--- src/rtl/alu_pkg.sv ---
// Shared op-codes and FSM encodings for the sequential logic/shift ALU.
package alu_pkg;

  localparam logic [2:0] OP_AND  = 3'b000;
  localparam logic [2:0] OP_OR   = 3'b001;
  localparam logic [2:0] OP_XOR  = 3'b010;
  localparam logic [2:0] OP_NOR  = 3'b011;
  localparam logic [2:0] OP_SRA  = 3'b100;
  localparam logic [2:0] OP_SRL  = 3'b101;
  localparam logic [2:0] OP_SLL  = 3'b110;
  localparam logic [2:0] OP_RSVD = 3'b111;

  typedef enum logic [1:0] {
    ST_IDLE  = 2'd0,
    ST_SHIFT = 2'd1,
    ST_DONE  = 2'd2
  } state_e;

  function automatic logic is_shift_op(input logic [2:0] op);
    return (op == OP_SRA) || (op == OP_SRL) || (op == OP_SLL);
  endfunction

endpackage

--- src/rtl/alu_shift_step.sv ---
// One iteration of the shifter: moves value by k bits (0..SHIFT_STEP).
module alu_shift_step #(
  parameter int WIDTH      = 32,
  parameter int SHIFT_STEP = 1,
  parameter int KW         = $clog2(SHIFT_STEP + 1)
) (
  input  logic [WIDTH-1:0] value,
  input  logic [KW-1:0]    k,
  input  logic             dir,    // 1 = right
  input  logic             arith,
  output logic [WIDTH-1:0] shifted
);

  // The MSB of an SRA value is always the original sign, so re-using it per step is exact.
  always_comb begin
    shifted = value;
    if (!dir)       shifted = value << k;
    else if (arith) shifted = $unsigned($signed(value) >>> k);
    else            shifted = value >> k;
  end

endmodule

--- src/rtl/alu_seq_shift_logic.sv ---
// Multi-cycle logic/shift ALU: logic ops in one cycle, shifts SHIFT_STEP bits per cycle.
module alu_seq_shift_logic
  import alu_pkg::*;
#(
  parameter int WIDTH      = 32,
  parameter int SHIFT_STEP = 1
) (
  input  logic             clk,
  input  logic             rst,
  input  logic             in_valid,
  output logic             in_ready,
  input  logic [2:0]       op,
  input  logic [WIDTH-1:0] in1,
  input  logic [WIDTH-1:0] in2,
  output logic             out_valid,
  input  logic             out_ready,
  output logic [WIDTH-1:0] out,
  output logic             zero,
  output logic             op_err
);

  localparam int SHAMT_W = $clog2(WIDTH);
  localparam int KW      = $clog2(SHIFT_STEP + 1);
  localparam logic [SHAMT_W:0] STEP_V = (SHAMT_W + 1)'(SHIFT_STEP);

  state_e             state_q, state_d;
  logic [WIDTH-1:0]   val_q, val_d;
  logic [WIDTH-1:0]   out_q, out_d;
  logic [SHAMT_W-1:0] rem_q, rem_d;
  logic [2:0]         op_q, op_d;
  logic               out_valid_q, out_valid_d;
  logic               zero_q, zero_d;
  logic               op_err_q, op_err_d;

  logic [SHAMT_W-1:0] shamt_in;
  logic [SHAMT_W:0]   rem_ext, k_full;
  logic [KW-1:0]      k;
  logic [WIDTH-1:0]   logic_res, shifted;
  logic               step_dir, step_arith;

  assign shamt_in   = in2[SHAMT_W-1:0];
  assign rem_ext    = {1'b0, rem_q};
  assign k_full     = (rem_ext < STEP_V) ? rem_ext : STEP_V;
  assign k          = k_full[KW-1:0];
  assign step_dir   = (op_q != OP_SLL);
  assign step_arith = (op_q == OP_SRA);

  alu_shift_step #(
    .WIDTH     (WIDTH),
    .SHIFT_STEP(SHIFT_STEP),
    .KW        (KW)
  ) u_step (
    .value  (val_q),
    .k      (k),
    .dir    (step_dir),
    .arith  (step_arith),
    .shifted(shifted)
  );

  // Shifts by zero and the reserved op both pass in1 through.
  always_comb begin
    case (op)
      OP_AND:  logic_res = in1 & in2;
      OP_OR:   logic_res = in1 | in2;
      OP_XOR:  logic_res = in1 ^ in2;
      OP_NOR:  logic_res = ~(in1 | in2);
      default: logic_res = in1;
    endcase
  end

  always_comb begin
    state_d     = state_q;
    val_d       = val_q;
    out_d       = out_q;
    rem_d       = rem_q;
    op_d        = op_q;
    out_valid_d = out_valid_q;
    zero_d      = zero_q;
    op_err_d    = op_err_q;
    case (state_q)
      ST_IDLE: begin
        if (in_valid) begin
          op_d  = op;
          val_d = in1;
          rem_d = shamt_in;
          if (is_shift_op(op) && (shamt_in != '0)) begin
            state_d = ST_SHIFT;
          end else begin
            state_d     = ST_DONE;
            out_d       = logic_res;
            zero_d      = (logic_res == '0);
            op_err_d    = (op == OP_RSVD);
            out_valid_d = 1'b1;
          end
        end
      end
      ST_SHIFT: begin
        val_d = shifted;
        rem_d = rem_q - k_full[SHAMT_W-1:0];
        if (rem_ext == k_full) begin
          state_d     = ST_DONE;
          out_d       = shifted;
          zero_d      = (shifted == '0);
          op_err_d    = 1'b0;
          out_valid_d = 1'b1;
        end
      end
      ST_DONE: begin
        if (out_ready) begin
          state_d     = ST_IDLE;
          out_valid_d = 1'b0;
        end
      end
      default: state_d = ST_IDLE;
    endcase
  end

  always_ff @(posedge clk) begin
    if (rst) begin
      state_q     <= ST_IDLE;
      val_q       <= '0;
      out_q       <= '0;
      rem_q       <= '0;
      op_q        <= OP_AND;
      out_valid_q <= 1'b0;
      zero_q      <= 1'b0;
      op_err_q    <= 1'b0;
    end else begin
      state_q     <= state_d;
      val_q       <= val_d;
      out_q       <= out_d;
      rem_q       <= rem_d;
      op_q        <= op_d;
      out_valid_q <= out_valid_d;
      zero_q      <= zero_d;
      op_err_q    <= op_err_d;
    end
  end

  assign in_ready  = (state_q == ST_IDLE);
  assign out_valid = out_valid_q;
  assign out       = out_q;
  assign zero      = zero_q;
  assign op_err    = op_err_q;

endmodule
--- config.mk ---
export PLATFORM = sky130hd
export DESIGN_NAME = alu_seq_shift_logic
export DESIGN_NICKNAME = d
export VERILOG_FILES = /design/src/rtl/alu_pkg.sv /design/src/rtl/alu_shift_step.sv /design/src/rtl/alu_seq_shift_logic.sv
export SDC_FILE = /design/constraint.sdc
export NUM_CORES = 1
export LEC_CHECK = 0
export CAP_MARGIN = 20
export CORE_MARGIN = 2
export CORE_UTILIZATION = 55
export CTS_CLUSTER_DIAMETER = 150
export DETAILED_ROUTE_END_ITERATION = 8
export PLACE_DENSITY = 0.84
export SLEW_MARGIN = 20
export SYNTH_ARGS = -nofsm -noshare
export SYNTH_HDL_FRONTEND = slang
export SYNTH_HIERARCHICAL = 1
export SYNTH_SLANG_ARGS = --single-unit
--- constraint.sdc ---
create_clock -name clk -period 5.3 [get_ports clk]
set_clock_uncertainty 0.05 [all_clocks]
set_input_delay 0.795 -clock clk [delete_from_list [all_inputs] [get_ports clk]]
set_output_delay 0.795 -clock clk [all_outputs]
set_load 0.02 [all_outputs]
# Yosys cells after proc, flatten, opt, wreduce, memory -nomap -nowiden
# Index checks and enable logic that the tools add are counted.
[totals]
regBits = 77
elab_cells = 78
inputBits = 71
[op_classes]
reduce_logical = 15
muxes = 30
magnitude_cmp = 1
bitwise_logic = 4
eq_ne = 16
add_sub_neg = 1
n_shift = 3
[op_table]
columns = ["op", "count"]
rows = [
  ["$mux W32", 6],
  ["$pmux W32 S2", 2],
  ["$pmux W32 S4", 1],
  ["$logic_not A32 Y1", 2],
  ["$and A32 B32 Y32", 1],
  ["$not A32 Y32", 1],
  ["$or A32 B32 Y32", 1],
  ["$shl A32 B1 Y32", 1],
  ["$shr A32 B1 Y32", 1],
  ["$sshr A32 B1 Y32", 1],
  ["$xor A32 B32 Y32", 1],
  ["$eq A3 B3 Y1 const B", 5],
  ["$mux W1", 10],
  ["$mux W5", 2],
  ["$pmux W5 S2", 1],
  ["$mux W2", 4],
  ["$ne A2 B2 Y1 const B", 4],
  ["$eq A3 B2 Y1 const B", 2],
  ["$pmux W2 S3", 1],
  ["$eq A5 B5 Y1", 1],
  ["$lt A5 B1 Y1 const B", 1],
  ["$reduce_and A5 Y1", 1],
  ["$reduce_bool A5 Y1", 1],
  ["$sub A5 B5 Y5", 1],
  ["15 further kinds", 18],
]

# Logic depth before layout (Yosys ltp)
[logic_depth]
depth_word = 8
ltp_mapped = 12

# By module
# Netlist, hierarchy kept.
[modules_own_cells]
columns = ["module", "area_each_um2", "cells_each", "instances", "seq_area_each_um2"]
rows = [
  ["alu_seq_shift_logic", 5582.9, 689, 1, 1541.5],
  ["alu_shift_step", 701.9, 108, 1, 0.0],
]

# Worst setup path before layout
# OpenSTA, ideal clock, no wires.
[synth_path]
kind = "input -> register"
from = "input port in1[31]"
to = "register zero_q, in the netlist zero"
t_arrival_ns = 2.833
setup_slack_ns = 2.329
t_required_ns = 5.162
n_path_buf = 0
cell_stages = 8
setup_ns = 0.088
cell_sequence = "inv_1 > ha_1 > mux2_1 > o21ai_0 > o21ai_0 > or4b_1 > or4_1 > a311oi_2"
[synth_via]
elab_chain_len = 7
[synth_lines]
columns = ["item", "line", "text"]
rows = [
  ["start, declared", "alu_seq_shift_logic.sv:13", "input logic [WIDTH-1:0] in1,"],
  ["$or A32 B32 Y32", "alu_seq_shift_logic.sv:64, alu_seq_shift_logic.sv:66", ""],
  ["$not A32 Y32", "alu_seq_shift_logic.sv:66", "OP_NOR: logic_res = ~(in1 | in2);"],
  ["$pmux W32 S4 (*)", "alu_seq_shift_logic.sv:62", "case (op)"],
  ["$logic_not A32 Y1 (*)", "alu_seq_shift_logic.sv:91", "zero_d = (logic_res == '0);"],
  ["$mux W1 (*)", "alu_seq_shift_logic.sv:86", "if (is_shift_op(op) && (shamt_in != '0)) begin"],
  ["$mux W1 (*)", "alu_seq_shift_logic.sv:82", "if (in_valid) begin"],
  ["$pmux W1 S2 (*)", "alu_seq_shift_logic.sv:80", "case (state_q)"],
  ["end signal, assigned", "alu_seq_shift_logic.sv:135", "zero_q <= zero_d;"],
  ["end, declared", "alu_seq_shift_logic.sv:32", "logic zero_q, zero_d;"],
]
# Mark *: on every way between the ends. The rest lies on a longest branch, timed or not. The select of a mux whose other input is x is not followed.
# A chain may end at the register's enable or synchronous reset.

# Worst setup path after layout
[layout_path]
from = "input port op[0]"
to = "register zero_q, in the netlist zero"
[layout_via]
elab_chain_len = 6
[layout_lines]
columns = ["item", "line", "text"]
rows = [
  ["start, declared", "alu_seq_shift_logic.sv:12", "input logic [2:0] op,"],
  ["$eq A3 B2 Y1, or another cell as far along", "alu_seq_shift_logic.sv:62", ""],
  ["$pmux W32 S4 / $logic_or A1 B1 Y1 (equally long branches)", "alu_seq_shift_logic.sv:62, alu_pkg.sv:20", ""],
  ["$logic_not A32 Y1 / $logic_or A1 B1 Y1 (equally long branches)", "alu_seq_shift_logic.sv:91, alu_pkg.sv:20", ""],
  ["$mux W1 / $logic_and A1 B1 Y1 (equally long branches)", "alu_seq_shift_logic.sv:86", ""],
  ["$mux W1 / $ne A2 B2 Y1 (equally long branches)", "n/a", ""],
  ["$pmux W1 S2 / $reduce_and A4 Y1 (equally long branches)", "n/a", ""],
]
# Parallel ways exist; a longest one is shown, timed or not. The select of a mux whose other input is x is not followed.

==> results.yml <==
place:
  io_buffers: 106
  dp_hpwl_microns: 13700
  dpl_cell_area_sq_um: 7220
  place.gp.congestion: 0.970
sta:
  final-setup-viol-count: 0
  fmax_ghz: 0.271
  fin_tns_setup_ns: 0
  rsz0062_at_grt: "false"
  hold_violations: 0
  relSlewSlack_pct: 32.5
  maxSlewViolCount: 0
  worstMarginPinSlew_ns: 1.01
  period_needed_ns: 3.69
  fin_crit_sh_pct: 69.5
clock_tree:
  clockBufferDepth: 2
  insertion_delay_ns: 0.34
  post_cts_buffers: 0
  cts_tree: "built"
  cts-root-buf: "clkbuf_16"
  clkTransAtPathRegs_ns: 0.05
  cts.sinks: 77
  htree_levels: 3
  holdBufCountCts: 0
  cts_buffers: 9
  ctsResizeCount: 0
route:
  ant_nets: 0
  wirelength_microns: 18300
  initialDrtViolationCount: 882
  drtPass1Iterations: 9
  vias: 6163
  routed_via_density: 6.13
  routedWlPerCell_microns: 18.2
  drc: 0
status:
  status: "complete, no violations"
worst_setup_path:
  crit_type: "in2reg"
  cp-end-kind: "register"
  worst_setup_path_start_kind: "input pin"
  cpMaxStageDelayCell: "nor2_2"
  required_ns: 5.50
  r2r_slack_ns: 1.88
  path_max_fanout: 19
  cp_cell_sequence: "clkdlybuf4s50_1, nor2_2, a222oi_1, nor4_1, nand4_1, or4_1, a311oi_2"
  worstPathArrival_ns: 3.89
  critPathMaxStageDelay_ns: 0.76
logic_synthesis:
  ys_top_cells_by_area: "dfxtp_1, ha_1, mux2i_1, a21oi_1, nand2_1"
  seq_area_frac_synth_pct: 24.5
  synth.avg_cell_area_sq_um: 7.89
  syn_inst: 797
  syn_nets: 934
  ys_ff_latch: 77
  synth_top_cell_area_share_pct: 24.5
  synth.distinct_cells: 44
  yosysTopAreaCell: "dfxtp_1"
  synth_area_sq_um: 6280
  yosysWarnings: 6
power:
  fin_total_pwr_mw: 2.09
  power.density_nw_per_um2: 278
  peakVddDrop_mv: 0.274
  p_leak_nw: 3.37
cells_and_area:
  mostFrequentLayoutCell: "clkdlybuf4s50_1"
  num_antenna_cells: 0
  design_area_sq_um: 7520
  final_cell_mix: "clkdlybuf4s50_1, nand2_1, a21oi_1, nor2_1, dfxtp_1"
  fillers: 927
  nNetsFinal: 996
  drive_gt1_share_pct: 3.71
  syn2layout_area_growth_pct: 19.6
floorplan:
  core-area_sq_um: 11300
  fp-row-count: 39
  start_util_pct: 55.8
  die_h_microns: 111
  io_pins: 107
  dieArea_sq_um: 12300
  fp.dieW_microns: 111
grt:
  grtUsageTotal_pct: 29.1
  grt_pass1_wl_microns: 29000
  first_global_vias: 5427
  antenna_found_initial: 0
  overflow: 0
  grt_max_degree: 78
run:
  drv_cap: 0
worst_hold_path:
  holdCritPathClass: "reg2reg"
area by class of cell:
type,count,area [sq um],area share [%]
Multi-Input combinational cell,587,4120,54.8
Clock inverter,1,30.0,0.399
Timing Repair Buffer,116,1130,15.0
Sequential cell,77,1540,20.5
Inverter,68,255,3.39
Clock buffer,14,264,3.51
Tap cell,143,179,2.38
Yosys cell counts (all sizes together):
| library cell | instances |
|---|---|
| o22ai | 11 |
| nor2 | 80 |
| buf | 28 |
| nand3 | 7 |
| mux2 | 9 |
| nor3 | 3 |
| a21boi | 1 |
| nor3b | 2 |
| a22oi | 33 |
| inv | 68 |
| xor2 | 24 |
| o311ai | 2 |
| nand2b | 6 |
| a32oi | 1 |
| dfxtp | 77 |
| a31oi | 16 |
| ha | 66 |
| a311oi | 15 |
| a211oi | 29 |
| a21oi | 84 |
| xnor2 | 8 |
| mux2i | 57 |
| a2111oi | 1 |
| or4b | 1 |
| nor4 | 12 |
| clkbuf | 37 |
| and2 | 1 |
| o21ai | 3 |
| or4 | 3 |
| nand4 | 5 |
| nand2 | 86 |
| nand3b | 3 |
| or2 | 1 |
| nor2b | 3 |
| a222oi | 14 |
final timing paths:
check	cells after the start	end	start
setup / recovery	7	zero$_SDFFE_PP0P_	op[0]
hold reg to reg	2	op_err$_SDFFE_PP0P_	op_err$_SDFFE_PP0P_
hold / removal	2	op_err$_SDFFE_PP0P_	op_err$_SDFFE_PP0P_
setup reg to reg	7	zero$_SDFFE_PP0P_	op_q[0]$_SDFFE_PP0P_
critical path: cells and delay by family:
kind / cells / cell delay [ns]
and+or+nand+nor: 4 / 1.86
buffers and inverters: 1 / 0.71
AOI/OAI and AO/OA: 2 / 0.50
registers in the layout, summed over array words and instances, names as in the netlist:
| register | count |
|---|---|
| zero | 1 |
| op_q | 3 |
| op_err | 1 |
| rem_q | 5 |
| val_q | 32 |
| out | 32 |
| state_q | 2 |
| out_valid | 1 |
metrics by stage:
stage / hold slack (ns) / worst slack (ns) / std cells / utilization [%]
floorplan: 0.394 / 2.33 / 797 / -
global placement: 0.409 / 1.42 / 991 / 64.1
detailed placement: 0.417 / 1.35 / 991 / 64.1
CTS: 0.424 / 1.69 / 1006 / 66.7
global route: 0.441 / 1.52 / 1006 / 66.7
finish: 0.422 / 1.61 / 1006 / 66.7
routing by layer:
layer	share of wire, %	global-route usage [%]	vias up
li1	-	-	2958
met5	0	0	-
met2	42	42.8	369
met1	43	42.3	2793
met3	11	6.72	43
met4	3.1	9.08	0
cells by family (layout without fill, tap and decap cells):
group           after synthesis  in the layout  share of synthesized area [%]
buf+inv                     133            199                           10.2
compound gates              210            210                           22.3
xor+xnor                     32             32                           4.46
fa+ha+maj                    66             66                           13.1
mux                          66             66                           10.8
simple gates                213            213                           14.7
flops                        77             77                           24.5
report_power, final:
group	total (mW)	switching (mW)	internal [mW]
combinational	0.775	0.466	0.309
sequential	0.699	0.0543	0.645
clock	0.616	0.227	0.388
total	2.09	0.748	1.34
No activity file was read; power rests on OpenSTA's default activity.
